## src/rtl/recv_exceed_abs_pack.sv

```systemverilog
// recv_exceed_abs_pack
// Consumer of the exceed-map interface from the delta threshold/abs stage.
// Captures one frame on each frame_valid_i strobe: a 16-bit exceed map and two
// arrays of 16 unsigned |delta| entries. It then walks the flagged indices in
// ascending order and emits one valid/ready packet per flagged entry.
//
// Optional feature: define RECV_EXCEED_SUM_EN to add sum_delta1_o. This output
// accumulates pkt_delta1_o over the accepted packets of the current frame.
//
// Ports:
//   clk, rstn            clock; asynchronous active-low reset
//   frame_valid_i        one-cycle capture strobe (honoured only in IDLE)
//   exceed_map_i         bit k set -> entry k is emitted
//   delta1_abs_i/2       16 x INWIDTH_DELTA unsigned magnitudes
//   pkt_ready_i          downstream accepts the packet
//   pkt_valid_o          packet valid (only in EMIT)
//   pkt_idx_o            index of the emitted entry
//   pkt_delta1_o/2       magnitudes at pkt_idx_o
//   pkt_last_o           packet is the highest flagged index of the frame
//   exceed_cnt_o         popcount of the captured map, held until next capture
//   busy_o               high while the FSM is not IDLE
//   frame_done_o         high for the single DONE cycle
//   frame_drop_o         one-cycle pulse after a strobe that arrived while busy
//   sum_delta1_o         (RECV_EXCEED_SUM_EN only) sum of accepted delta1
module recv_exceed_abs_pack #(
  parameter int INWIDTH_DELTA = 17
) (
  input  logic                          clk,
  input  logic                          rstn,
  input  logic                          frame_valid_i,
  input  logic [15:0]                   exceed_map_i,
  input  logic [15:0][INWIDTH_DELTA-1:0] delta1_abs_i,
  input  logic [15:0][INWIDTH_DELTA-1:0] delta2_abs_i,
  input  logic                          pkt_ready_i,
  output logic                          pkt_valid_o,
  output logic [3:0]                    pkt_idx_o,
  output logic [INWIDTH_DELTA-1:0]      pkt_delta1_o,
  output logic [INWIDTH_DELTA-1:0]      pkt_delta2_o,
  output logic                          pkt_last_o,
  output logic [4:0]                    exceed_cnt_o,
  output logic                          busy_o,
  output logic                          frame_done_o,
  output logic                          frame_drop_o
`ifdef RECV_EXCEED_SUM_EN
  ,
  output logic [INWIDTH_DELTA+3:0]      sum_delta1_o
`endif
);

  typedef enum logic [1:0] {
    IDLE = 2'd0,
    SCAN = 2'd1,
    EMIT = 2'd2,
    DONE = 2'd3
  } state_t;

  state_t                           state;
  logic [15:0]                      map_r;
  logic [3:0]                       idx;
  logic [15:0][INWIDTH_DELTA-1:0]   d1_r;
  logic [15:0][INWIDTH_DELTA-1:0]   d2_r;

  // Number of set bits in a 16-bit map (0..16).
  function automatic logic [4:0] popcount16(input logic [15:0] m);
    logic [4:0] c;
    c = 5'd0;
    for (int k = 0; k < 16; k++) begin
      c = c + {4'd0, m[k]};
    end
    return c;
  endfunction

  // True when no bit above position i is set. The shift amount is 5 bits wide
  // so that i=15 shifts everything out instead of wrapping to 0.
  function automatic logic is_last(input logic [15:0] m, input logic [3:0] i);
    logic [15:0] hi;
    hi = m >> ({1'b0, i} + 5'd1);
    return (hi == 16'd0);
  endfunction

  // Frame capture, index walk, packet handshake and status outputs.
  always_ff @(posedge clk or negedge rstn) begin
    if (!rstn) begin
      state        <= IDLE;
      map_r        <= 16'd0;
      idx          <= 4'd0;
      d1_r         <= '0;
      d2_r         <= '0;
      pkt_valid_o  <= 1'b0;
      pkt_idx_o    <= 4'd0;
      pkt_delta1_o <= '0;
      pkt_delta2_o <= '0;
      pkt_last_o   <= 1'b0;
      exceed_cnt_o <= 5'd0;
      busy_o       <= 1'b0;
      frame_done_o <= 1'b0;
      frame_drop_o <= 1'b0;
`ifdef RECV_EXCEED_SUM_EN
      sum_delta1_o <= '0;
`endif
    end else begin
      // A strobe outside IDLE (including the DONE cycle) is reported and ignored.
      frame_drop_o <= frame_valid_i && (state != IDLE);

      case (state)
        IDLE: begin
          frame_done_o <= 1'b0;
          if (frame_valid_i) begin
            map_r        <= exceed_map_i;
            d1_r         <= delta1_abs_i;
            d2_r         <= delta2_abs_i;
            exceed_cnt_o <= popcount16(exceed_map_i);
            idx          <= 4'd0;
            busy_o       <= 1'b1;
`ifdef RECV_EXCEED_SUM_EN
            sum_delta1_o <= '0;
`endif
            if (exceed_map_i == 16'd0) begin
              state        <= DONE;
              frame_done_o <= 1'b1;
            end else begin
              state <= SCAN;
            end
          end else begin
            busy_o <= 1'b0;
          end
        end

        SCAN: begin
          // A set bit always remains ahead of idx, so the walk cannot pass 15.
          if (map_r[idx]) begin
            pkt_valid_o  <= 1'b1;
            pkt_idx_o    <= idx;
            pkt_delta1_o <= d1_r[idx];
            pkt_delta2_o <= d2_r[idx];
            pkt_last_o   <= is_last(map_r, idx);
            state        <= EMIT;
          end else begin
            idx <= idx + 4'd1;
          end
        end

        EMIT: begin
          if (pkt_ready_i) begin
            pkt_valid_o <= 1'b0;
            map_r[idx]  <= 1'b0;
`ifdef RECV_EXCEED_SUM_EN
            sum_delta1_o <= sum_delta1_o + {4'd0, pkt_delta1_o};
`endif
            if (pkt_last_o) begin
              state        <= DONE;
              frame_done_o <= 1'b1;
            end else begin
              idx   <= idx + 4'd1;
              state <= SCAN;
            end
          end else begin
            pkt_valid_o <= 1'b1;
          end
        end

        DONE: begin
          frame_done_o <= 1'b0;
          busy_o       <= 1'b0;
          state        <= IDLE;
        end

        default: begin
          state        <= IDLE;
          pkt_valid_o  <= 1'b0;
          busy_o       <= 1'b0;
          frame_done_o <= 1'b0;
        end
      endcase
    end
  end

endmodule

```

## config.mk

```make
export PLATFORM = sky130hd
export DESIGN_NAME = recv_exceed_abs_pack
export DESIGN_NICKNAME = d
export VERILOG_FILES = /design/src/rtl/recv_exceed_abs_pack.sv
export SDC_FILE = /design/constraint.sdc
export NUM_CORES = 1
export LEC_CHECK = 0
export BUFFER_PORTS_ARGS = -buffer_cell sky130_fd_sc_hd__buf_2
export CAP_MARGIN = 20
export CORE_MARGIN = 5
export CORE_UTILIZATION = 45
export CTS_BUF_LIST = sky130_fd_sc_hd__clkbuf_16
export DETAILED_ROUTE_END_ITERATION = 12
export PLACE_DENSITY_LB_ADDON = 0.12
export SLEW_MARGIN = 20
export SYNTH_ARGS = -nofsm -noshare
export SYNTH_HDL_FRONTEND = slang
export SYNTH_SLANG_ARGS = --single-unit
```

## constraint.sdc

```tcl
create_clock -name clk -period 3.28 [get_ports clk]
set_input_delay 0.164 -clock clk [delete_from_list [all_inputs] [get_ports clk]]
set_output_delay 0.164 -clock clk [all_outputs]
set_load 0.005 [all_outputs]
```

# Word-level counts from Yosys, hierarchy flattened
# Index checks and enable logic that the tools add are counted.
# classes
n_addsub	17
n_mul	0
div_mod_pow	0
n_lt_le_gt_ge	2
n_eq_ne	9
n_shift	1
n_mux	32
bitwise_logic	2
reduce_logical	18
# ops
cell	count
17-bit binary-select mux with 4-bit select	2
5-bit by 1-bit adder with 5-bit output	11
17-bit two-way mux	2
16-bit logical NOT	2
16-bit two-way mux	2
16-bit one-hot mux with 2 select lines	1
16-bit bitwise AND	1
4-bit two-way mux	4
16-bit NOT	1
16-bit by 5-bit >> shifter with 16-bit output	1
2-bit inequality test, second input constant	6
4-bit one-hot mux with 3 select lines	1
2-bit two-way mux	5
1-bit two-way mux	9
3-bit AND reduction	3
2-bit one-hot mux with 4 select lines	1
2-bit nonzero test	4
2-bit AND reduction	3
3-bit nonzero test	2
4-bit by 1-bit adder with 5-bit output	1
4-bit by 1-bit adder with 5-bit output, second input constant	1
4-bit by 5-bit less-than comparator with 1-bit output, second input constant	1
5-bit AND reduction	1
3-bit by 1-bit adder with 4-bit output	1
12 further kinds	15
# word_totals
register_bits	614
latch_bits	0
ram_bits	0
mem_bits_ro	0
inputBits	564
output_inout_bits	48
elab_cells	125
n_memories	0

# Logic depth before layout (Yosys ltp)
# Gate-level depths: netlist (run 1).
# depth
depth_word	15
mapped_depth	13
ltp_nobuf	13

# Least setup slack after synthesis (run 1)
# OpenSTA, ideal clock, no wires.
# synth_timing
path_type	in2reg
startpoint	in exceed_map_i[11]
endpoint	reg exceed_cnt_o[4]
setup_ns	0.083
arrival_ns	3.075
required_time_ns	3.197
setup_slack_ns	0.123
path_stages	12
path_buffers	0
path_cell_list	inv_1 fa_1 fa_1 fa_1 fa_1 inv_1 ha_1 inv_1 fa_1 nor2b_1 o21ai_0 o21ai_0
# synth_via
elab_chain_len	5
# synth_lines
element	line_no	text
from (decl)	31	input logic [15:0] exceed_map_i,
5-bit by 1-bit adder with 5-bit output (5 in a row)	68	c = c + {4'd0, m[k]};
to (signal assigned)	112	exceed_cnt_o <= popcount16(exceed_map_i);
to (decl)	40	output logic [4:0] exceed_cnt_o,
# No other way between the ends.
# A chain may end at the register's enable or synchronous reset.

# Final worst setup path (run 1)
# layout_timing
startpoint	in exceed_map_i[15]
endpoint	reg exceed_cnt_o[3]
# layout_via
elab_chain_len	1
# layout_lines
element	line_no
5-bit by 1-bit adder with 5-bit output	68
# No other way between the ends.

==> metrics, run 1 <==
status=completed; Required @ worst endpoint=3.74 ns; sequential element share of the synthesized area=0.549; Top FF cell, synth=dfrtp_1; largest net degree at the start of global routing=104; CP arrival=3.64 ns; Rel. slew slack=0.326; clk buf depth=3; Yosys top cell by area=dfrtp_1; Fillers=4349; delay of the slowest critical-path stage=0.56 ns; core region area=0.0616 mm^2; WL per Instance=23.9 um; Synth cell types=46; Mean Syn Cell Area=16.4 um^2; pwr dens=870 mW/mm^2; Synth top cells by count=dfrtp_1 (614), mux2_2 (577), mux4_2 (154); area grow syn2layout=44.1%; Root Buffer=clkbuf_16; Pre-antenna DRT Iters=5; All-Layer GR Usage=0.270; IO Count=612; Clock power frac=0.226; largest fanout on the critical path=2; TritonCTS buffer count=69; register area=0.0154 mm^2; Setup Crit Path Kind=in -> reg; Clk pin slew, worst setup/hold paths=0.05 ns; vias per inst=5.24; vias in the first global route=22547; measured slew at the worst slew-check pin=1.01 ns; Synth area leaders=dfrtp_1 (55%), mux2_2 (23%), mux4_2 (12%); Multi-input gate area=0.0119 mm^2; layout cells sized above 1=0.518; number of routed nets with antenna violations=0; Max IR drop VDD=0.000577 V; setup violators final=0; #FFs+latches synth=614; worst skew pair latency=0.61 ns; Mapped Area=0.0280 mm^2; Min Hold Slack=0.00420 ns; Final min period=3.18 ns; final slew viol count=0; Final Cycle Share=0.969; HP Class=in -> reg; Die ar.=0.0672 mm^2; Fin Setup TNS=0 ns; GP Congestion=0.894; first-iteration detailed-routing DRC count=1174; # DRC=0; LEAKAGE=17.9 nW; Synth top area share=0.549; TritonCTS clock tree=built; CP max stage cell=fa_1; Clock Sinks=614; nets=3488; combinational share of power=0.387; EDFF count, synth=0; antenna violations before repair=31; row count=91; internal power component=24.3 mW; htree depth=3; achievable clock frequency=315 MHz; Initial Util=0.454; Setup Skew=0.0323 ns; part of the power in registers=0.387; Port Buffers=611; Hold Fails Final Rpt=0; Via Count=19972; Async S/R FF share, synth=1.00; YS warnings=0; Die H=259 um; first-pass GRT wire length=137000 um; Die Wd=259 um; total wire length=91100 um; startpoint types=input pin; total gr overflow=0; total net switching power=10.7 mW; Max Cap Viol=0; crit end category=flip-flop; cells along the critical path=dlygate4sd3_1, inv_1, fa_1, fa_1, fa_1, fa_1, inv_2, ha_4, buf_4, a21o_1, a21oi_2, xor2_1, o21ai_1; count leader, synth=dfrtp_1; RSZ-0062 raised after global routing=false; HPWL after DPL=64600 um; Synth Instances=1703; switching share of power=0.306; CP most frequent cell=fa_1; Synth Net Count=2292
cells in the final DEF, fill, tap and decap left out, types with 12 or more instances in the layout:
cell type and n:
dfrtp_1 610, buf_2 605, mux2_2 577, dlygate4sd3_1 561
mux4_2 154, clkbuf_16 73, buf_4 48, nand2_1 46
inv_1 42, diode_2 26, o21ai_0 24, mux4_1 20
buf_12 19, a21oi_1 18, ha_1 14, nor2_1 12
what timing repair did:
| action | in CTS | in global routing |
|---|---|---|
| buffers inserted | 0 | 1 |
| gates resized for setup | 0 | 15 |
| hold buffers | 563 | 1 |
| hold endpoints to repair | 645 | 1 |
| endpoints found under the setup margin | 0 | 4 |
worst max-delay path, delay by kind of cell:
kind	cells	cell delay, ns
buffers and inverters	4	0.78
AO/OA/AOI/OAI	3	0.38
XOR/XNOR	1	0.14
adder cells (fa/ha/maj)	5	2.17
power groups by stage:
| stage | logic (mW) | registers, mW | clock network, mW |
|---|---|---|---|
| after floorplan | 9.73 | 12.7 | 0 |
| after global placement | 12.8 | 13.5 | 0 |
| after detailed placement | 13.1 | 13.7 | 0 |
| after CTS | 13.6 | 13.5 | 8.10 |
| after global routing | 14.5 | 14.0 | 8.39 |
| final | 13.5 | 13.6 | 7.91 |
area by class of cell:
cell class                 count  area share
antenna                       26     0.00161
multi-input combinational    943       0.296
inverter                      34     0.00317
clock buffer                  73      0.0453
timing repair buffer        1237       0.234
clock inverter                50      0.0123
sequential                   614       0.382
tap                          837      0.0260
kinds of logic after synthesis:
logic type	Yosys count	synth area share
buf+inv	146	0.0260
xor+xnor	3	0.000940
flops	614	0.549
fa+ha+maj	25	0.0139
compound gates	68	0.0143
mux	766	0.383
simple gates	81	0.0128
routing by layer:
metal  wire length (um)  GRT usage
met5                 92          0
met4               4780      0.131
met3               6220     0.0700
met2              45900      0.458
met1              34100      0.323
flip-flops by register name, summed over array words and instances (netlist names):
register	count
d2_r	272
pkt_last_o	1
map_r	16
pkt_delta1_o	17
frame_drop_o	1
state	2
exceed_cnt_o	5
frame_done_o	1
pkt_idx_o	4
pkt_delta2_o	17
idx	4
busy_o	1
pkt_valid_o	1
d1_r	272
through the flow:
step,util,cell area (um^2),cells,power [mW],worst slack [ns]
floorplan,-,28000,1703,22.5,0.123
CTS,0.653,40200,3791,35.3,0.0000879
global route,0.654,40300,3805,36.9,0.0101
finish,0.654,40300,3814,35.0,0.103
detailed placement,0.524,32200,3105,26.7,-0.118
global placement,0.524,32200,3105,26.2,-0.105
path summary, 6_finish.rpt:
check,cells after the start,slack (ns),to,startpoint
setup / recovery,13,0.10,exceed_cnt_o[3],exceed_map_i[15]
hold / removal,3,0.004,map_r[3],exceed_map_i[3]
setup reg to reg,4,0.55,pkt_delta2_o[10],idx[0]
hold reg to reg,2,0.48,exceed_cnt_o[1],exceed_cnt_o[1]
max in group asynchronous,4,1.93,d1_r[228],rstn
min in group asynchronous,2,0.19,d1_r[56],rstn
(Power assumes the default switching activity.)
==> run 2: changes to the inputs <==
--- a/config.mk
+++ b/config.mk
@@ -11,7 +11,9 @@
 export CORE_UTILIZATION = 45
 export CTS_BUF_LIST = sky130_fd_sc_hd__clkbuf_16
 export DETAILED_ROUTE_END_ITERATION = 12
+export MAX_ROUTING_LAYER = met4
 export PLACE_DENSITY_LB_ADDON = 0.12
+export SETUP_SLACK_MARGIN = 0.15
 export SLEW_MARGIN = 20
 export SYNTH_ARGS = -nofsm -noshare
 export SYNTH_HDL_FRONTEND = slang
==> run 2 against run 1 <==
  * Non-clock buffer count decreased by 14
  * Maximum frequency increased by 10%
  * Critical path depth unchanged
  * Via count increased by 0.20%
  * Clock skew decreased by 0.014 ns
  * Clock-buffer cell count decreased by 5
  * Worst hold slack improved by 0.025 ns
  * Highest routed layer is now met4
  * Worst setup slack improved by 0.30 ns
  * First-iteration DRC count decreased by 3.9%
==> metrics, run 2 (synthesis gave the netlist of run 1 again) <==
Pre-antenna DRT Iters=5; vias in the first global route=22865; design area=0.0398 mm^2; CP max stage cell=dlygate4sd3_1; Initial Util=0.454; total wire length=91800 um; Die H=259 um; first-iteration detailed-routing DRC count=1128; # DRC=0; Max IR drop VDD=0.000516 V; Port Buffers=611; # resized after CTS=0; startpoint types=input pin; first-pass GRT wire length=139000 um; largest net degree at the start of global routing=123; Die Wd=259 um; Clk pin slew, worst setup/hold paths=0.06 ns; Setup WS pre-CTS=-0.110 ns; final worst setup slack=0.402 ns; Setup Skew=0.0186 ns; status=completed; Hold Fails Final Rpt=0; HPWL after DPL=64200 um; Via Count=20011; htree depth=3; Die ar.=0.0672 mm^2; CP arrival=3.38 ns; # hold bufs at CTS=562; GP Congestion=0.887; cells along the critical path=dlygate4sd3_1, buf_2, inv_1, fa_1, fa_1, fa_1, inv_1, ha_1, inv_1, fa_2, nor2b_1, o21ai_0, o21ai_0; largest fanout on the critical path=3; pwr dens=857 mW/mm^2; achievable clock frequency=348 MHz; Final min period=2.88 ns; IO Count=612; All-Layer GR Usage=0.281; placed cell areas=0.0322 mm^2; number of routed nets with antenna violations=0; clk buf depth=3; HP Class=in -> reg; LEAKAGE=17.6 nW; nets=3472; RSZ-0062 raised after global routing=false; Setup Crit Path Kind=in -> reg; Final Cycle Share=0.877; Root Buffer=clkbuf_16; top flop regs=d1_r (272), d2_r (272); Clock Sinks=614; most frequent cells in the layout=dfrtp_1 (610), buf_2 (610), mux2_2 (577); row count=91; worst skew pair latency=0.60 ns; Fillers=4397; final slew viol count=0; core region area=0.0616 mm^2; fin util=0.647; Max Cap Viol=0; setup violators final=0; total gr overflow=0; Min Hold Slack=0.0295 ns; area grow syn2layout=42.4%; vias per inst=5.27; Required @ worst endpoint=3.78 ns; Post-Layout Cell Count=3795; TritonCTS clock tree=built; WL per Instance=24.2 um; Post-Place Cells=3089; measured slew at the worst slew-check pin=1.08 ns; delay of the slowest critical-path stage=0.54 ns; Rel. slew slack=0.277; worst reg-to-reg path cell count=5; antenna violations before repair=28; Post-CTS Setup Repair Bufs=0; TritonCTS buffer count=67; crit end category=flip-flop; layout cells sized above 1=0.509; cell depth of the worst hold path=2
run 2: cell types whose count changed in the layout (fill, tap and decap cells not counted), sizes merged:
cell          change
buf              -12
bufinv            -7
clkbuf            -5
clkinv            +4
clkinvlp          -2
diode             +4
dlygate4sd3       +1
dlymetal6s4s      -3
inv               +1
run 2: power by group:
group / total, mW / internal [mW] / leakage [nW] / switching (mW)
Sequential: 13.6 / 11.4 / 7.25 / 2.16
Combinational: 13.6 / 8.12 / 9.37 / 5.45
Clock: 6.97 / 3.90 / 1.01 / 3.07
run 2: through the flow:
stage | total power, mW | setup TNS, ns
after floorplan | 22.5 | 0
after global placement | 26.2 | -0.0588
after detailed placement | 26.7 | -0.369
after CTS | 34.4 | 0
after global routing | 36.0 | 0
final | 34.1 | 0
run 2: path summary, 6_finish.rpt:
check / end / start / slack (ns)
setup / recovery: exceed_cnt_o[4] / exceed_map_i[10] / 0.40
hold / removal: d1_r[251] / delta1_abs_i[251] / 0.03
setup reg to reg: pkt_delta1_o[5] / idx[0] / 0.42
hold reg to reg: exceed_cnt_o[1] / exceed_cnt_o[1] / 0.48
max in group asynchronous: d2_r[271] / rstn / 2.03
min in group asynchronous: d1_r[89] / rstn / 0.14
run 2: final cells by class:
| cell class | instances | area, um^2 | area share |
|---|---|---|---|
| clock inverters | 46 | 263 | 0.00660 |
| multi-input cells | 943 | 11900 | 0.299 |
| flip-flops and latches | 614 | 15400 | 0.386 |
| well taps | 837 | 1050 | 0.0263 |
| inverters | 34 | 128 | 0.00320 |
| diodes | 30 | 75.1 | 0.00188 |
| clock buffers | 68 | 1700 | 0.0427 |
| repair buffers | 1223 | 9340 | 0.235 |
run 2: metal layers:
layer,up-vias,global-route usage,wire length [um]
li1,8763,-,-
met1,10338,0.337,35800
met2,678,0.477,47600
met3,232,0.0527,4750
met4,0,0.102,3610
met5,-,-,0
run 2: worst max-delay path: cells and delay by family:
family	cells	cell delay [ns]
buf+inv	5	0.87
fa+ha+maj	5	2.03
simple gates	1	0.11
compound gates	2	0.21
==> run 3: changes to the inputs <==
--- a/config.mk
+++ b/config.mk
@@ -8,12 +8,12 @@
 export BUFFER_PORTS_ARGS = -buffer_cell sky130_fd_sc_hd__buf_2
 export CAP_MARGIN = 20
 export CORE_MARGIN = 5
-export CORE_UTILIZATION = 45
-export CTS_BUF_LIST = sky130_fd_sc_hd__clkbuf_16
+export CORE_UTILIZATION = 50
+export CTS_BUF_LIST = sky130_fd_sc_hd__clkbuf_2
 export DETAILED_ROUTE_END_ITERATION = 12
 export MAX_ROUTING_LAYER = met4
 export PLACE_DENSITY_LB_ADDON = 0.12
-export SETUP_SLACK_MARGIN = 0.15
+export SETUP_SLACK_MARGIN = 0.3
 export SLEW_MARGIN = 20
 export SYNTH_ARGS = -nofsm -noshare
 export SYNTH_HDL_FRONTEND = slang
==> run 3 against run 2 <==
  * The run now fails in 4_1_cts
  * Synthesized area did not move
  * Synthesized cell count did not move
==> metrics, run 3 <==
Synth Instances=1703; Fail Step=4_1_cts; Post-CTS Setup Repair Bufs=0; Root Buffer=clkbuf_2; EDFF count, synth=0; # hold bufs at CTS=655; Initial Util=0.507; Yosys top cell by area=dfrtp_1; status=did not finish; Synth top cells by count=dfrtp_1 (614), mux2_2 (577), mux4_2 (154); Synth top area share=0.549; sequential element share of the synthesized area=0.549; Synth area leaders=dfrtp_1 (55%), mux2_2 (23%), mux4_2 (12%); Synth cell types=46; Synth Net Count=2292; Clock Sinks=614; #FFs+latches synth=614; Top FF cell, synth=dfrtp_1; HPWL after DPL=61000 um; Mapped Area=0.0280 mm^2; IO Count=612; Die Wd=246 um; Port Buffers=611; clk buf depth=3; Async S/R FF share, synth=1.00; TritonCTS buffer count=163; # resized after CTS=0; YS warnings=0; Mean Syn Cell Area=16.4 um^2; row count=86; tool error message=[ERROR RSZ-0060] Max buffer count reached.; Die H=246 um; count leader, synth=dfrtp_1; htree depth=4; GP Congestion=0.864
-- run 3: cell counts after synthesis --
Identical to the previous run, type by type.
-- run 3: kinds of logic after synthesis --
group	Yosys count	share of synthesized area
XOR/XNOR	3	0.000940
multiplexers	766	0.383
adder cells (fa/ha/maj)	25	0.0139
flip-flops	614	0.549
buffers and inverters	146	0.0260
AND/OR/NAND/NOR	81	0.0128
AO/OA/AOI/OAI	68	0.0143
-- run 3: through the flow --
stage | TNS [ns] | utilization | cell area [um^2] | setup WS, ns | std cells
3_5_place_dp | -0.122 | 0.579 | 32000 | -0.0437 | 2992
3_3_place_gp | -0.0341 | 0.579 | 32000 | -0.0123 | 2992
2_1_floorplan | 0 | - | 28000 | 0.199 | 1703
==> run 4: changes to the inputs <==
--- a/config.mk
+++ b/config.mk
@@ -8,12 +8,9 @@
 export BUFFER_PORTS_ARGS = -buffer_cell sky130_fd_sc_hd__buf_2
 export CAP_MARGIN = 20
 export CORE_MARGIN = 5
-export CORE_UTILIZATION = 50
-export CTS_BUF_LIST = sky130_fd_sc_hd__clkbuf_2
+export CORE_UTILIZATION = 35
 export DETAILED_ROUTE_END_ITERATION = 12
-export MAX_ROUTING_LAYER = met4
-export PLACE_DENSITY_LB_ADDON = 0.12
-export SETUP_SLACK_MARGIN = 0.3
+export PLACE_DENSITY_LB_ADDON = 0.15
 export SLEW_MARGIN = 20
 export SYNTH_ARGS = -nofsm -noshare
 export SYNTH_HDL_FRONTEND = slang
==> run 4 against run 3 <==
  * The flow now finishes without violations
==> metrics, run 4 (synthesis gave the netlist of run 1 again) <==
status=completed; end of the critical path=exceed_cnt_o[4]; top flop regs=d1_r (272), d2_r (272); reg-to-reg startpoint=idx[0]; Die Wd=293 um; pwr dens=866 mW/mm^2; switching share of power=0.307; crit end category=flip-flop; first-iteration detailed-routing DRC count=764; Required @ worst endpoint=3.78 ns; delay of the slowest critical-path stage=0.54 ns; vias in the first global route=22216; Pre-antenna DRT Iters=4; grt met3 use=0.0481; number of routed nets with antenna violations=0; Max Cap Viol=0; Fillers=6723; placed cell areas=0.0324 mm^2; TritonCTS buffer count=73; antenna violations before repair=29; Multi-input gate area=0.0119 mm^2; nets=3483; # DRC=0; Die H=293 um; first-pass GRT wire length=139000 um; combinational share of power=0.389; fin util=0.512; setup violators final=0; layout cells sized above 1=0.515; final slew viol count=0; WL per Instance=22.8 um; Die ar.=0.0857 mm^2; measured slew at the worst slew-check pin=0.931 ns; LEAKAGE=17.8 nW; part of the power in registers=0.384; Final min period=2.95 ns; startpoint types=input pin; row count=103; register area=0.0154 mm^2; total gr overflow=0; Hold Fails Final Rpt=0; Setup Skew=0.0275 ns; largest net degree at the start of global routing=107; # resized after CTS=0; internal power component=24.3 mW; design area=0.0405 mm^2; largest fanout on the critical path=3; area grow syn2layout=44.8%; cells along the critical path=dlygate4sd3_1, buf_2, inv_1, fa_1, fa_1, fa_1, inv_1, ha_1, inv_1, fa_1, nor2b_1, o21ai_0, o21ai_0; Clk pin slew, worst setup/hold paths=0.05 ns; CP max stage cell=fa_1; worst reg2reg endpoint=idx[3]; total net switching power=10.8 mW; CP arrival=3.45 ns; CP most frequent cell=fa_1; total wire length=91800 um; grt met2 use=0.376; All-Layer GR Usage=0.212; Via Count=19488; worst skew pair latency=0.61 ns; TritonCTS clock tree=built; Max IR drop VDD=0.000480 V; RSZ-0062 raised after global routing=false; worst reg2reg setup slack=0.40 ns; GRT busiest layer=met2; vias per inst=4.85; Clock power frac=0.227; GP Congestion=0.860; Setup Crit Path Kind=in -> reg; Initial Util=0.353; core region area=0.0791 mm^2; HPWL after DPL=65900 um; Min Hold Slack=0.162 ns; CP startpoint=exceed_map_i[10]; Root Buffer=clkbuf_16; most frequent cells in the layout=dfrtp_1 (610), buf_2 (610), mux2_2 (577); clk buf depth=3; IO Count=612; htree depth=3; achievable clock frequency=339 MHz; Port Buffers=611; Rel. slew slack=0.379; met1 Usage GRT=0.259; Clock Sinks=614; HP Class=in -> async; worst reg-to-reg path cell count=6; Final Cycle Share=0.900
run 4: how the worst min path moves through the flow:
stage	startpoint	to	cells past startpoint
after floorplan	rstn	busy_o	0
after global placement	rstn	d1_r[8]	1
after detailed placement	rstn	d1_r[59]	1
after CTS	rstn	d1_r[59]	2
after global routing	rstn	d1_r[8]	2
final	rstn	d1_r[42]	2
run 4: repair_timing:
item	4_1_cts	5_1_grt
hold endpoints to repair	637	0
hold buffers	563	0
buffers inserted	0	0
run 4: metal layers:
layer	share of wire	wire length (um)	vias to the layer above
met4	0.026	2430	12
met2	0.52	48000	567
met5	0.00087	80	-
met3	0.058	5320	145
met1	0.39	36000	9988
li1	-	-	8776
run 4: power by group through the flow:
| stage | Clock [mW] | Combinational [mW] | Sequential, mW |
|---|---|---|---|
| after floorplan | 0 | 9.73 | 12.7 |
| after global placement | 0 | 13.1 | 13.4 |
| after detailed placement | 0 | 13.3 | 13.6 |
| after CTS | 8.22 | 13.9 | 13.5 |
| after global routing | 8.49 | 14.7 | 13.9 |
| final | 7.98 | 13.6 | 13.5 |
run 4: layout make-up:
type,instances,area share
Antenna cell,24,0.00148
Clock buffer,109,0.0527
Clock inverter,16,0.00510
Inverter,34,0.00315
Multi-Input combinational cell,943,0.294
Sequential cell,614,0.380
Tap cell,1050,0.0325
Timing Repair Buffer,1228,0.231
run 4: critical path: cells and delay by family:
family | cells | cell delay [ns]
buf+inv | 5 | 0.86
simple gates | 1 | 0.13
fa+ha+maj | 5 | 2.07
compound gates | 2 | 0.24
run 4: through the flow:
stage                     TNS, ns  instances  power (mW)  worst slack [ns]
after detailed placement   -0.368       3306        26.9            -0.195
final                           0       4018        35.1             0.327
after floorplan                 0       1703        22.5             0.123
after CTS                       0       3994        35.6             0.295
after global routing            0       4011        37.1             0.200
after global placement     -0.182       3306        26.5           -0.0871
